`src/rtl/wb_initiator_pkg.sv`:
```
// wb_initiator_pkg
//   Shared types and helpers for the Wishbone classic initiator.
//   - size_t  : request access size encoding (3 is not a legal size)
//   - state_t : initiator FSM states
//   - is_misaligned() : size/address legality check done at acceptance
package wb_initiator_pkg;

  typedef enum logic [1:0] {
    SIZE_BYTE = 2'd0,
    SIZE_HALF = 2'd1,
    SIZE_WORD = 2'd2
  } size_t;

  typedef enum logic [1:0] {
    IDLE = 2'd0,
    BUS  = 2'd1,
    DONE = 2'd2
  } state_t;

  // Size code 3 has no legal interpretation, so it is reported as misaligned.
  function automatic logic is_misaligned(input logic [1:0] addr_lo,
                                         input logic [1:0] size);
    logic mis;
    case (size)
      SIZE_BYTE: mis = 1'b0;
      SIZE_HALF: mis = addr_lo[0];
      SIZE_WORD: mis = (addr_lo != 2'b00);
      default:   mis = 1'b1;
    endcase
    return mis;
  endfunction

endpackage

```
`src/rtl/wb_lane_align.sv`:
```
// wb_lane_align
//   Combinational byte-lane steering for the Wishbone initiator.
//   Write side: lane select and replicated write data.
//   Read side : shift the addressed lanes down to bit 0, then zero/sign extend.
// Ports
//   addr_lo_i   in  2   byte offset within the word
//   size_i      in  2   access size (size_t encoding)
//   unsigned_i  in  1   1 = zero-extend read data, 0 = sign-extend
//   wdata_i     in  32  LSB-justified write data
//   dat_i       in  32  raw Wishbone read data
//   sel_o       out 4   byte lane select
//   dat_o       out 32  write data replicated across lanes
//   rdata_o     out 32  aligned, extended read data
module wb_lane_align
  import wb_initiator_pkg::*;
(
  input  logic [1:0]  addr_lo_i,
  input  logic [1:0]  size_i,
  input  logic        unsigned_i,
  input  logic [31:0] wdata_i,
  input  logic [31:0] dat_i,
  output logic [3:0]  sel_o,
  output logic [31:0] dat_o,
  output logic [31:0] rdata_o
);

  logic [31:0] shifted;

  assign shifted = dat_i >> {addr_lo_i, 3'b000};

  always_comb begin
    sel_o   = 4'b0000;
    dat_o   = 32'h0;
    rdata_o = 32'h0;
    case (size_i)
      SIZE_BYTE: begin
        sel_o   = 4'b0001 << addr_lo_i;
        dat_o   = {4{wdata_i[7:0]}};
        rdata_o = {{24{~unsigned_i & shifted[7]}}, shifted[7:0]};
      end
      SIZE_HALF: begin
        sel_o   = 4'b0011 << addr_lo_i;
        dat_o   = {2{wdata_i[15:0]}};
        rdata_o = {{16{~unsigned_i & shifted[15]}}, shifted[15:0]};
      end
      SIZE_WORD: begin
        sel_o   = 4'b1111;
        dat_o   = wdata_i;
        rdata_o = shifted;
      end
      default: begin
        sel_o   = 4'b0000;
        dat_o   = 32'h0;
        rdata_o = 32'h0;
      end
    endcase
  end

endmodule

```
`src/rtl/wb_initiator.sv`:
```
// wb_initiator
//   Wishbone classic initiator: converts a single-outstanding request/response
//   port from the load/store unit into Wishbone cycles on the peripheral fabric.
//   Optional build macro WB_TIMEOUT_EN adds a bus timeout of TIMEOUT_CYCLES.
//
//   state | meaning
//   IDLE  | ready for a request
//   BUS   | cyc/stb asserted, waiting for ack (or timeout)
//   DONE  | one-cycle response pulse
//
// Ports
//   clk, rst_n          clock, synchronous active-low reset
//   req_*_i / req_ready_o   request handshake and fields
//   resp_valid_o/rdata_o/err_o  response (one-cycle pulse)
//   cyc_o stb_o we_o adr_o dat_o sel_o / dat_i ack_i   Wishbone initiator side
module wb_initiator
  import wb_initiator_pkg::*;
#(
  parameter int unsigned TIMEOUT_CYCLES = 255
) (
  input  logic        clk,
  input  logic        rst_n,
  input  logic        req_valid_i,
  output logic        req_ready_o,
  input  logic        req_we_i,
  input  logic [31:0] req_addr_i,
  input  logic [31:0] req_wdata_i,
  input  logic [1:0]  req_size_i,
  input  logic        req_unsigned_i,
  output logic        resp_valid_o,
  output logic [31:0] resp_rdata_o,
  output logic        resp_err_o,
  output logic        cyc_o,
  output logic        stb_o,
  output logic        we_o,
  output logic [31:0] adr_o,
  output logic [31:0] dat_o,
  output logic [3:0]  sel_o,
  input  logic [31:0] dat_i,
  input  logic        ack_i
);

  state_t      state_q, state_d;
  logic [31:0] addr_q, addr_d;
  logic [31:0] wdata_q, wdata_d;
  logic [31:0] rdata_q, rdata_d;
  logic [1:0]  size_q, size_d;
  logic        uns_q, uns_d;
  logic        we_q, we_d;
  logic        err_q, err_d;

  logic [3:0]  lane_sel;
  logic [31:0] lane_dat;
  logic [31:0] lane_rdata;
  logic        timeout;
  logic        in_bus;

  assign in_bus = (state_q == BUS);

  wb_lane_align u_lane_align (
    .addr_lo_i  (addr_q[1:0]),
    .size_i     (size_q),
    .unsigned_i (uns_q),
    .wdata_i    (wdata_q),
    .dat_i      (dat_i),
    .sel_o      (lane_sel),
    .dat_o      (lane_dat),
    .rdata_o    (lane_rdata)
  );

`ifdef WB_TIMEOUT_EN
  localparam int CNT_W = ($clog2(TIMEOUT_CYCLES + 1) > 8) ? $clog2(TIMEOUT_CYCLES + 1) : 8;

  logic [CNT_W-1:0] cnt_q, cnt_d;

  // Counter sits at zero outside BUS, which is the same as clearing on entry.
  always_comb begin
    cnt_d = cnt_q;
    if (!in_bus) begin
      cnt_d = '0;
    end else if (!ack_i) begin
      cnt_d = cnt_q + 1'b1;
    end
  end

  // An ack on the terminal cycle takes priority over the timeout.
  assign timeout = in_bus && !ack_i && (cnt_q == CNT_W'(TIMEOUT_CYCLES - 1));

  always_ff @(posedge clk) begin
    if (!rst_n) begin
      cnt_q <= '0;
    end else begin
      cnt_q <= cnt_d;
    end
  end
`else
  logic unused_timeout_cycles;
  assign unused_timeout_cycles = ^TIMEOUT_CYCLES;
  assign timeout = 1'b0;
`endif

  always_comb begin
    state_d = state_q;
    addr_d  = addr_q;
    wdata_d = wdata_q;
    size_d  = size_q;
    uns_d   = uns_q;
    we_d    = we_q;
    rdata_d = rdata_q;
    err_d   = err_q;
    case (state_q)
      IDLE: begin
        if (req_valid_i) begin
          addr_d  = req_addr_i;
          wdata_d = req_wdata_i;
          size_d  = req_size_i;
          uns_d   = req_unsigned_i;
          we_d    = req_we_i;
          rdata_d = 32'h0;
          err_d   = is_misaligned(req_addr_i[1:0], req_size_i);
          state_d = err_d ? DONE : BUS;
        end
      end
      BUS: begin
        if (ack_i) begin
          rdata_d = we_q ? 32'h0 : lane_rdata;
          err_d   = 1'b0;
          state_d = DONE;
        end else if (timeout) begin
          rdata_d = 32'h0;
          err_d   = 1'b1;
          state_d = DONE;
        end
      end
      DONE: begin
        state_d = IDLE;
      end
      default: begin
        state_d = IDLE;
      end
    endcase
  end

  always_ff @(posedge clk) begin
    if (!rst_n) begin
      state_q <= IDLE;
      addr_q  <= 32'h0;
      wdata_q <= 32'h0;
      size_q  <= 2'b00;
      uns_q   <= 1'b0;
      we_q    <= 1'b0;
      rdata_q <= 32'h0;
      err_q   <= 1'b0;
    end else begin
      state_q <= state_d;
      addr_q  <= addr_d;
      wdata_q <= wdata_d;
      size_q  <= size_d;
      uns_q   <= uns_d;
      we_q    <= we_d;
      rdata_q <= rdata_d;
      err_q   <= err_d;
    end
  end

  assign req_ready_o  = (state_q == IDLE);
  assign resp_valid_o = (state_q == DONE);
  assign resp_err_o   = (state_q == DONE) && err_q;
  assign resp_rdata_o = rdata_q;

  assign cyc_o = in_bus;
  assign stb_o = in_bus;
  assign we_o  = in_bus && we_q;
  assign adr_o = {addr_q[31:2], 2'b00};
  assign dat_o = lane_dat;
  assign sel_o = in_bus ? lane_sel : 4'b0000;

endmodule

```
`config.mk`:
```
export PLATFORM = sky130hd
export DESIGN_NAME = wb_initiator
export DESIGN_NICKNAME = d
export VERILOG_FILES = /design/src/rtl/wb_initiator_pkg.sv /design/src/rtl/wb_lane_align.sv /design/src/rtl/wb_initiator.sv
export SDC_FILE = /design/constraint.sdc
export NUM_CORES = 1
export LEC_CHECK = 0
export ABC_AREA = 1
export BUFFER_PORTS_ARGS = -buffer_cell sky130_fd_sc_hd__buf_4
export CORE_MARGIN = 2
export CORE_UTILIZATION = 39
export CTS_CLUSTER_DIAMETER = 60
export DETAILED_ROUTE_END_ITERATION = 8
export HOLD_SLACK_MARGIN = 0.06
export PLACE_DENSITY = 0.69
export SLEW_MARGIN = 20
export SYNTH_ARGS = -nofsm -noshare
export SYNTH_HDL_FRONTEND = slang
export SYNTH_SLANG_ARGS = --single-unit
```
`constraint.sdc`:
```
create_clock -name clk -period 1.6 [get_ports clk]
set_input_delay 0.16 -clock clk [delete_from_list [all_inputs] [get_ports clk]]
set_output_delay 0.16 -clock clk [all_outputs]
set_load 0.01 [all_outputs]
```
Yosys cells after proc, flatten, opt, wreduce, memory -nomap -nowiden
Index checks and enable logic that the tools add are counted.
{ "totals": {"reg_bits": 103, "word_cells": 50, "out_inout_bits": 106, "in_bits": 104} }
{ "op_classes": {"shift": 3, "n_reduce_logical": 10, "n_bitwise": 3, "n_mux": 18, "eq_ne": 8} }
{ "ops": {"columns": ["cell", "count"], "rows": [
  ["$pmux W32 S3", 2],
  ["$mux W32", 3],
  ["$pmux W32 S2", 1],
  ["$shr A32 B5 Y32", 1],
  ["$pmux W4 S3", 1],
  ["$eq A2 B1 Y1 const B", 3],
  ["$eq A2 B2 Y1 const B", 3],
  ["$logic_not A2 Y1", 3],
  ["$mux W2", 3],
  ["$mux W1", 4],
  ["$mux W4", 1],
  ["$ne A2 B2 Y1 const B", 2],
  ["$pmux W2 S2", 1],
  ["$reduce_and A2 Y1", 2],
  ["$reduce_bool A2 Y1", 2],
  ["$shl A1 B2 Y4 const A", 1],
  ["$shl A2 B2 Y4 const A", 1],
  ["$pmux W1 S3", 1],
  ["$reduce_and A3 Y1", 1],
  ["$and A1 B1 Y1", 2],
  ["$logic_and A1 B1 Y1", 2],
  ["$pmux W1 S2", 1],
  ["$not A1 Y1", 1]
]} }

Depth between registers and ports, before layout
Gate-level depths: netlist (run 1).
{ "depth": {"ltp_word": 7, "mapped_depth": 9, "ltp_nobuf": 8} }

Modules after synthesis
From an unflattened synthesis (run 1), not the netlist that was laid out.
{ "hier_totals": {"hier_cells": 883, "area_unflattened_um2": 5751.8} }
{ "modules_own_cells": {"columns": ["mod", "seq_area_each_um2", "cells_per_inst", "instances", "area_each_um2"], "rows": [
  ["wb_initiator", 2062.0, 610, 1, 4436.8],
  ["wb_lane_align", 0.0, 273, 1, 1315.0]
]} }

Least setup slack after synthesis (run 1)
No wires, ideal clock.
{ "synth_timing": {"kind": "reg2out", "startpoint": "reg size_q[0]", "endpoint": "out dat_o[10]", "required_time_ps": 1440, "n_path_buf": 1, "arrival_ps": 1403, "stages_incl_launch_ff": 7, "path_slack_ps": 37, "cell_sequence": "dfxtp_1 -> clkbuf_2 -> nand2_1 -> clkinv_1 -> nor2_2 -> inv_1 -> o21ai_0"} }
{ "synth_via": {"elab_chain_len": 2, "word_cells_on_any_way": 4, "classes_between": "eq/ne (2); mux (1); reduce/logical (1)"} }
{ "synth_rtl": {"columns": ["item", "line", "source"], "rows": [
  ["start: declaration", "wb_initiator.sv:47", "logic [1:0] size_q, size_d;"],
  ["start signal: assignment", "wb_initiator.sv:158", "size_q <= size_d;"],
  ["$eq A2 B2 Y1, or another cell as far along", "wb_lane_align.sv:35", "case (size_i)"],
  ["$pmux W32 S3 *", "wb_lane_align.sv:35", null],
  ["end: declaration", "wb_initiator.sv:37", "output logic [31:0] dat_o,"]
]} }
Mark *: on every way between the ends. The rest lies on a longest branch, timed or not.

Worst setup path after layout (run 1)
{ "layout_timing": {"startpoint": "reg size_q[1]", "endpoint": "out dat_o[24]"} }
Same word-level chain as after synthesis.

==> results of run 1 <==
## cells in the final DEF, fill, tap and decap left out, drive strengths merged, types with 14 or more instances in the layout
cell           n
buf          240
o211ai        14
nand2        165
dfxtp        103
a21oi         58
inv           39
o21ai         91
dlygate4sd3   34
nand3         46
nor2         122
## repair_timing
item	CTS	global route
endpoints found under the setup margin	27	61
hold buffers	34	0
cloned	0	3
gates resized for setup	24	44
buffers inserted	1	6
endpoints found under the hold margin	34	0
pin swaps	2	11
## power groups by stage
stage | sequential [uW] | combinational, uW | clock (uW)
final | 2860 | 1940 | 2070
after global routing | 2890 | 2130 | 2230
after CTS | 2850 | 1830 | 2120
after detailed placement | 2910 | 1730 | 0
after global placement | 2900 | 1720 | 0
after floorplan | 2880 | 1030 | 0
## stage by stage
| stage | cells | cell area [um2] |
|---|---|---|
| 6_report | 1125 | 7510 |
| 3_5_place_dp | 1066 | 6610 |
| 3_3_place_gp | 1066 | 6610 |
| 4_1_cts | 1116 | 7260 |
| 5_1_grt | 1125 | 7510 |
| 2_1_floorplan | 740 | 5040 |
## layout make-up
type / instances / area [um2]
clock inverters: 6 / 46.3
fillers: 1249 / 5110
clock buffers: 9 / 225
flip-flops and latches: 103 / 2070
repair buffers: 277 / 2320
inverters: 39 / 163
multi-input cells: 519 / 2470
well taps: 172 / 215
## worst paths after layout
kind                                       from                            end  slack (ns)  cells past startpoint
hold / removal                   req_addr_i[17]        addr_q[17]$_SDFFE_PN0P_        0.07                      3
setup / recovery         size_q[1]$_SDFFE_PN0P_                      dat_o[24]       -0.04                      5
hold reg to reg   resp_rdata_o[22]$_SDFFE_PN0P_  resp_rdata_o[22]$_SDFFE_PN0P_        0.46                      2
setup reg to reg        state_q[0]$_SDFFE_PN0P_   resp_rdata_o[8]$_SDFFE_PN0P_        0.08                     10
## flip-flops by register name, summed over array words and instances (netlist names)
signal	count
addr_q	32
resp_rdata_o	32
wdata_q	32
size_q	2
state_q	2
err_q	1
uns_q	1
we_q	1
## layer usage
metal | up-vias | GRT usage | part of all wire
met5 | - | 0 | 0
met4 | 0 | 0.0580 | 0.013
met3 | 23 | 0.0838 | 0.083
met2 | 207 | 0.385 | 0.50
met1 | 2490 | 0.269 | 0.40
li1 | 2791 | - | -
## kinds of logic (layout without fill, tap and decap cells)
family / Yosys count / count (layout) / share of synthesized area
simple gates: 352 / 352 / 0.298
compound gates: 165 / 165 / 0.172
buf+inv: 118 / 331 / 0.120
flops: 103 / 103 / 0.410
other cells: 1 / 2 / 0.000745
## tightest hold or removal path, delay by kind of cell
family | cells | cell delay [ns]
AOI/OAI and AO/OA | 1 | 0.07
buffers and inverters | 1 | 0.07
and+or+nand+nor | 1 | 0.08
==> qor.yml, run 1 <==
outcome:
  run_status: "finished, violations left"
  violations: "negative setup slack"
synth:
  synth_edf_count: 0
  yosys.area.top_type: "dfxtp_1"
  yosys.area.top_type_share: 0.410
  synth_most_common_cell: "nand2_1"
  synth-seq-cells: 103
  syn-cell-area_um2: 5030
  synth_area_per_cell_um2: 6.81
  synth_async_sr_flop_share: 0
  post_synth_most_frequent_cells: "nand2_1, nor2_1, dfxtp_1"
  post_synth_main_area_contributors: "dfxtp_1, nand2_1, nor2_1, o21ai_0, a21oi_1"
  yosys_warnings: 0
  post_synth_num_cell_types: 32
  post_synth_inst_count: 739
  synth_flop_cell: "dfxtp_1"
  synth_seq_area_share: 0.410
global_route:
  grt_start_max_net_pins: 71
  gr-usage-all-layers: 0.226
  grt_pass1_wl_um: 25300
  antenna_found_initial: 0
  first_global_vias: 5102
  overflow: 0
setup_path:
  critical_path_class: "flip-flop to output port"
  worst-endpoint-required_ns: 1.44
  critical_path_launch_point_type: "flip-flop"
  cp_slowest_cell: "dfxtp_4"
  crit_chain: "inv_6, nand2_4, buf_6, o211ai_1, buf_4"
  maximum_single_stage_delay_on_the_critical_path_ns: 0.39
  setup.worst_path.end_class: "output port"
  worstPathMaxFanout: 7
  critical_path.top_delay_family: "buffers and inverters"
  crit_buf_inv: 3
  data_arrival_critical_path_ns: 1.48
detailed_routing:
  routed_wire_length_um: 16500
  drtPass1Iterations: 4
  route.detailed.wl_per_inst_um: 14.7
  drt_drc_violations_left: 0
  ant_nets: 0
  avgViaCountPerCell: 4.90
  route.vias.total: 5511
  drt-initial-drc-count: 379
sta:
  grt_setup_unrepaired: "true"
  fmax_ghz: 0.610
  hold-worst-slack_ns: 0.0694
  fin_tns_setup_ns: -0.0389
  min_period_ns: 1.64
  postLayoutSetupSlackWorst_ns: -0.0389
  final-setup-viol-count: 1
  timing_max_transition_violations_final: 0
  period_share: 1.02
  timing_hold_violations_final: 0
  post_route_skew_ns: 0.00602
floorplan:
  dieArea_um2: 13800
  ioPinCount: 210
  rows: 41
  die-width_um: 118
  die_y_um: 118
  floorplan.initialDensity: 0.399
  core_um2: 12600
pwr:
  switch_pwr_uw: 2160
  p_total_uw: 6870
  switching_share: 0.314
  clockPowerShare: 0.301
  vdd_ir_drop_max_mv: 0.882
  sequentialPowerShare: 0.417
  internal-power_uw: 4710
  power_frac_comb: 0.282
  p_per_area_nw_per_um2: 915
  static_leak_uw: 0.00345
cts:
  clk_pin_slew_ns: 0.07
  insertion_delay_ns: 0.35
  cts-htree-levels: 3
  tritoncts: "yes"
  cts-buffers-inserted: 9
  clock_tree.root_cell: "clkbuf_16"
  cts_max_path_buffers: 2
  cts.sinks: 103
worst_hold_path:
  hold_class: "input pin to flip-flop"
cells_and_area:
  antenna_diode_count: 0
  synthToLayoutAreaGrowth_pct: 49.1
  post_route_cells_drive_above_1_share: 0.327
  util_after_layout: 0.595
  nNetsFinal: 1053
placed_design:
  port-buffer-count: 207
  post-dp-hpwl_um: 11200
  pre_cts_ws_ns: 0.0385
  gpl.final_weighted_congestion: 0.822
run:
  drv_cap: 0
Power figures use the tool's default switching activity.
==> inputs of run 2 (changes only) <==
--- a/config.mk
+++ b/config.mk
@@ -7,7 +7,7 @@
 export LEC_CHECK = 0
 export ABC_AREA = 1
 export BUFFER_PORTS_ARGS = -buffer_cell sky130_fd_sc_hd__buf_4
-export CORE_MARGIN = 2
+export CORE_MARGIN = 3
 export CORE_UTILIZATION = 39
 export CTS_CLUSTER_DIAMETER = 60
 export DETAILED_ROUTE_END_ITERATION = 8
==> constraint.sdc (replaced) <==
create_clock -name clk -period 1.6 [get_ports clk]
set_input_delay 0 -clock clk [delete_from_list [all_inputs] [get_ports clk]]
set_output_delay 0 -clock clk [all_outputs]
set_load 0.01 [all_outputs]
==> qor.yml, run 2 (synthesis gave the netlist of run 1 again) <==
floorplan:
  ioPinCount: 210  # unchanged
  floorplan.initialDensity: 0.409  # +0.00997
  dieArea_um2: 14300  # +3.4%
  core_um2: 12300  # -2.4%
  die_y_um: 120  # +1.7%
  rows: 40  # -2.4%
  die-width_um: 120  # +1.7%
cells_and_area:
  register_area_um2: 2070  # -0.12%
  synthToLayoutAreaGrowth_pct: 52.8
  final_common_cell: "buf_4"
  layout_common_cells: "buf_4, nand2_1, nor2_1, dfxtp_1, o21ai_0"
  fillCellCount: 1116  # -11%
  antenna_diode_count: 0  # unchanged
  nNetsFinal: 1081  # +2.7%
  multi_input_combinational_cell_area_um2: 2400  # -2.8%
  post_route_cells_drive_above_1_share: 0.281  # -0.0463
cts:
  cts_max_path_buffers: 2  # unchanged
  cts.sinks: 103  # unchanged
  cts_post_setup_buffers_inserted: 0  # -1
  cts-buffers-inserted: 9  # unchanged
  insertion_delay_ns: 0.35  # about the same
  tritoncts: "yes"
  clk_pin_slew_ns: 0.07  # about the same
  clock_tree.root_cell: "clkbuf_16"
  cts-htree-levels: 3  # unchanged
worst_hold_path:
  min_to: "resp_rdata_o[5]$_SDFFE_PN0P_"
  hold-path-cell-count: 5  # +2
  hold_class: "input pin to flip-flop"
  worstHoldStart: "dat_i[5]"
pwr:
  p_total_uw: 6970  # +1.4%
  clockPowerShare: 0.312  # +0.011
  switch_pwr_uw: 2210  # +2.5%
  switching_share: 0.318  # +0.00349
  internal-power_uw: 4750  # +0.89%
  power_frac_comb: 0.279  # -0.003
  static_leak_uw: 0.00351  # +1.8%
  p_per_area_nw_per_um2: 906  # -1.1%
  sequentialPowerShare: 0.409  # -0.008
  vdd_ir_drop_max_mv: 0.543  # -38%
detailed_routing:
  route.detailed.wl_per_inst_um: 14.9  # +1.4%
  avgViaCountPerCell: 4.92  # +0.36%
  route.vias.total: 5654  # +2.6%
  routed_wire_length_um: 17100  # +3.6%
  drt-initial-drc-count: 379  # unchanged
  ant_nets: 0  # unchanged
  drt_drc_violations_left: 0  # unchanged
  drtPass1Iterations: 5  # +1
sta:
  period_share: 0.960  # -0.0642
  min_period_ns: 1.54  # -0.103 ns
  fmax_ghz: 0.651  # +6.7%
  grt_setup_unrepaired: "true"
  final-setup-viol-count: 0  # -1
  fin_tns_setup_ns: 0  # +0.0389 ns
  timing_hold_violations_final: 0  # unchanged
  timing_max_transition_violations_final: 0  # unchanged
  post_route_skew_ns: 0.00615  # +0.000126 ns
setup_path:
  reg2regPathDepth: 8  # -2
  reg2reg_setup_slack_ns: 0.14  # +0.06 ns
  worstPathMaxFanout: 7  # unchanged
  setup.worst_path.end_class: "output port"
  worst-endpoint-required_ns: 1.60  # +0.16 ns
  worst_r2r_startpoint: "state_q[1]$_SDFFE_PN0P_"
  critical_path_launch_point_type: "flip-flop"
  rr_endpoint: "resp_rdata_o[22]$_SDFFE_PN0P_"
  data_arrival_critical_path_ns: 1.54  # +0.06 ns
  critical_path_class: "flip-flop to output port"
global_route:
  gr-usage-all-layers: 0.233  # +0.00693
  grt_pass1_wl_um: 27300  # +7.7%
  antenna_found_initial: 0  # unchanged
  grt_start_max_net_pins: 63  # -11%
  overflow: 0  # unchanged
  first_global_vias: 5591  # +9.6%
placed_design:
  post-dp-hpwl_um: 11300  # +1.2%
  gpl.final_weighted_congestion: 0.900  # +9.5%
  port-buffer-count: 207  # unchanged
outcome:
  run_status: "completed"
run:
  drv_cap: 0  # unchanged
-- run 2: changes by cell type in the layout (fill, tap and decap cells not counted), moves of 4 or more --
cell,change
buf_4,-8
dlygate4sd3_1,+40
nand2_1,+10
nand2_2,-8
o21ai_0,+9
o21ai_1,-4
o21ai_2,-5
-- run 2: stage by stage --
stage           util  instance area, um2  instances  hold slack [ns]  setup slack (ns)
2_1_floorplan      -                5040        740            0.149             0.186
3_3_place_gp   0.535                6580       1059            0.234            0.0672
3_5_place_dp   0.535                6580       1059            0.243            0.0294
4_1_cts        0.619                7620       1149           0.0602           -0.0116
5_1_grt        0.625                7690       1150           0.0883           -0.0298
6_report       0.625                7690       1150           0.0706            0.0639
-- run 2: worst max path at each step --
stage,cells after the start,slack [ns],end,start
final,6,0.06,dat_o[8],size_q[0]$_SDFFE_PN0P_
after global routing,6,-0.03,dat_o[8],size_q[0]$_SDFFE_PN0P_
after CTS,6,-0.01,dat_o[13],size_q[1]$_SDFFE_PN0P_
after detailed placement,5,0.03,resp_rdata_o[2]$_SDFFE_PN0P_,state_q[1]$_SDFFE_PN0P_
after global placement,8,0.07,resp_rdata_o[29]$_SDFFE_PN0P_,addr_q[0]$_SDFFE_PN0P_
after floorplan,8,0.19,resp_rdata_o[19]$_SDFFE_PN0P_,state_q[1]$_SDFFE_PN0P_
-- run 2: layout make-up --
class | count | share of cell area
repair buffers | 305 | 0.335
inverters | 39 | 0.0194
flip-flops and latches | 103 | 0.269
well taps | 168 | 0.0273
clock buffers | 9 | 0.0293
multi-input cells | 519 | 0.311
clock inverters | 7 | 0.00846
-- run 2: power by group through the flow --
stage               Sequential, uW  Clock [uW]  Combinational, uW
finish                        2850        2170               1950
global route                  2870        2290               2150
CTS                           2850        2220               1890
detailed placement            2900           0               1730
global placement              2900           0               1720
floorplan                     2880           0               1030
-- run 2: repair_timing --
action | CTS | global route
hold endpoints to repair | 73 | 0
gates cloned | 0 | 1
hold buffers | 74 | 0
gates resized for setup | 5 | 21
pin swaps | 0 | 1
endpoints found under the setup margin | 10 | 47
-- run 2: per-layer routing --
layer	routed length, um	up-vias	global-route usage
li1	-	2833	-
met1	6880	2583	0.274
met2	8490	213	0.407
met3	1380	25	0.0622
met4	364	0	0.0859
met5	0	-	0
-- run 2: worst max-delay path, stage by stage (launching register included) --
cell,delay (ns)
dfxtp_4,0.37
nand2_1,0.10
clkinv_1,0.13
nor2_4,0.14
inv_2,0.09
o21ai_1,0.18
buf_4,0.16
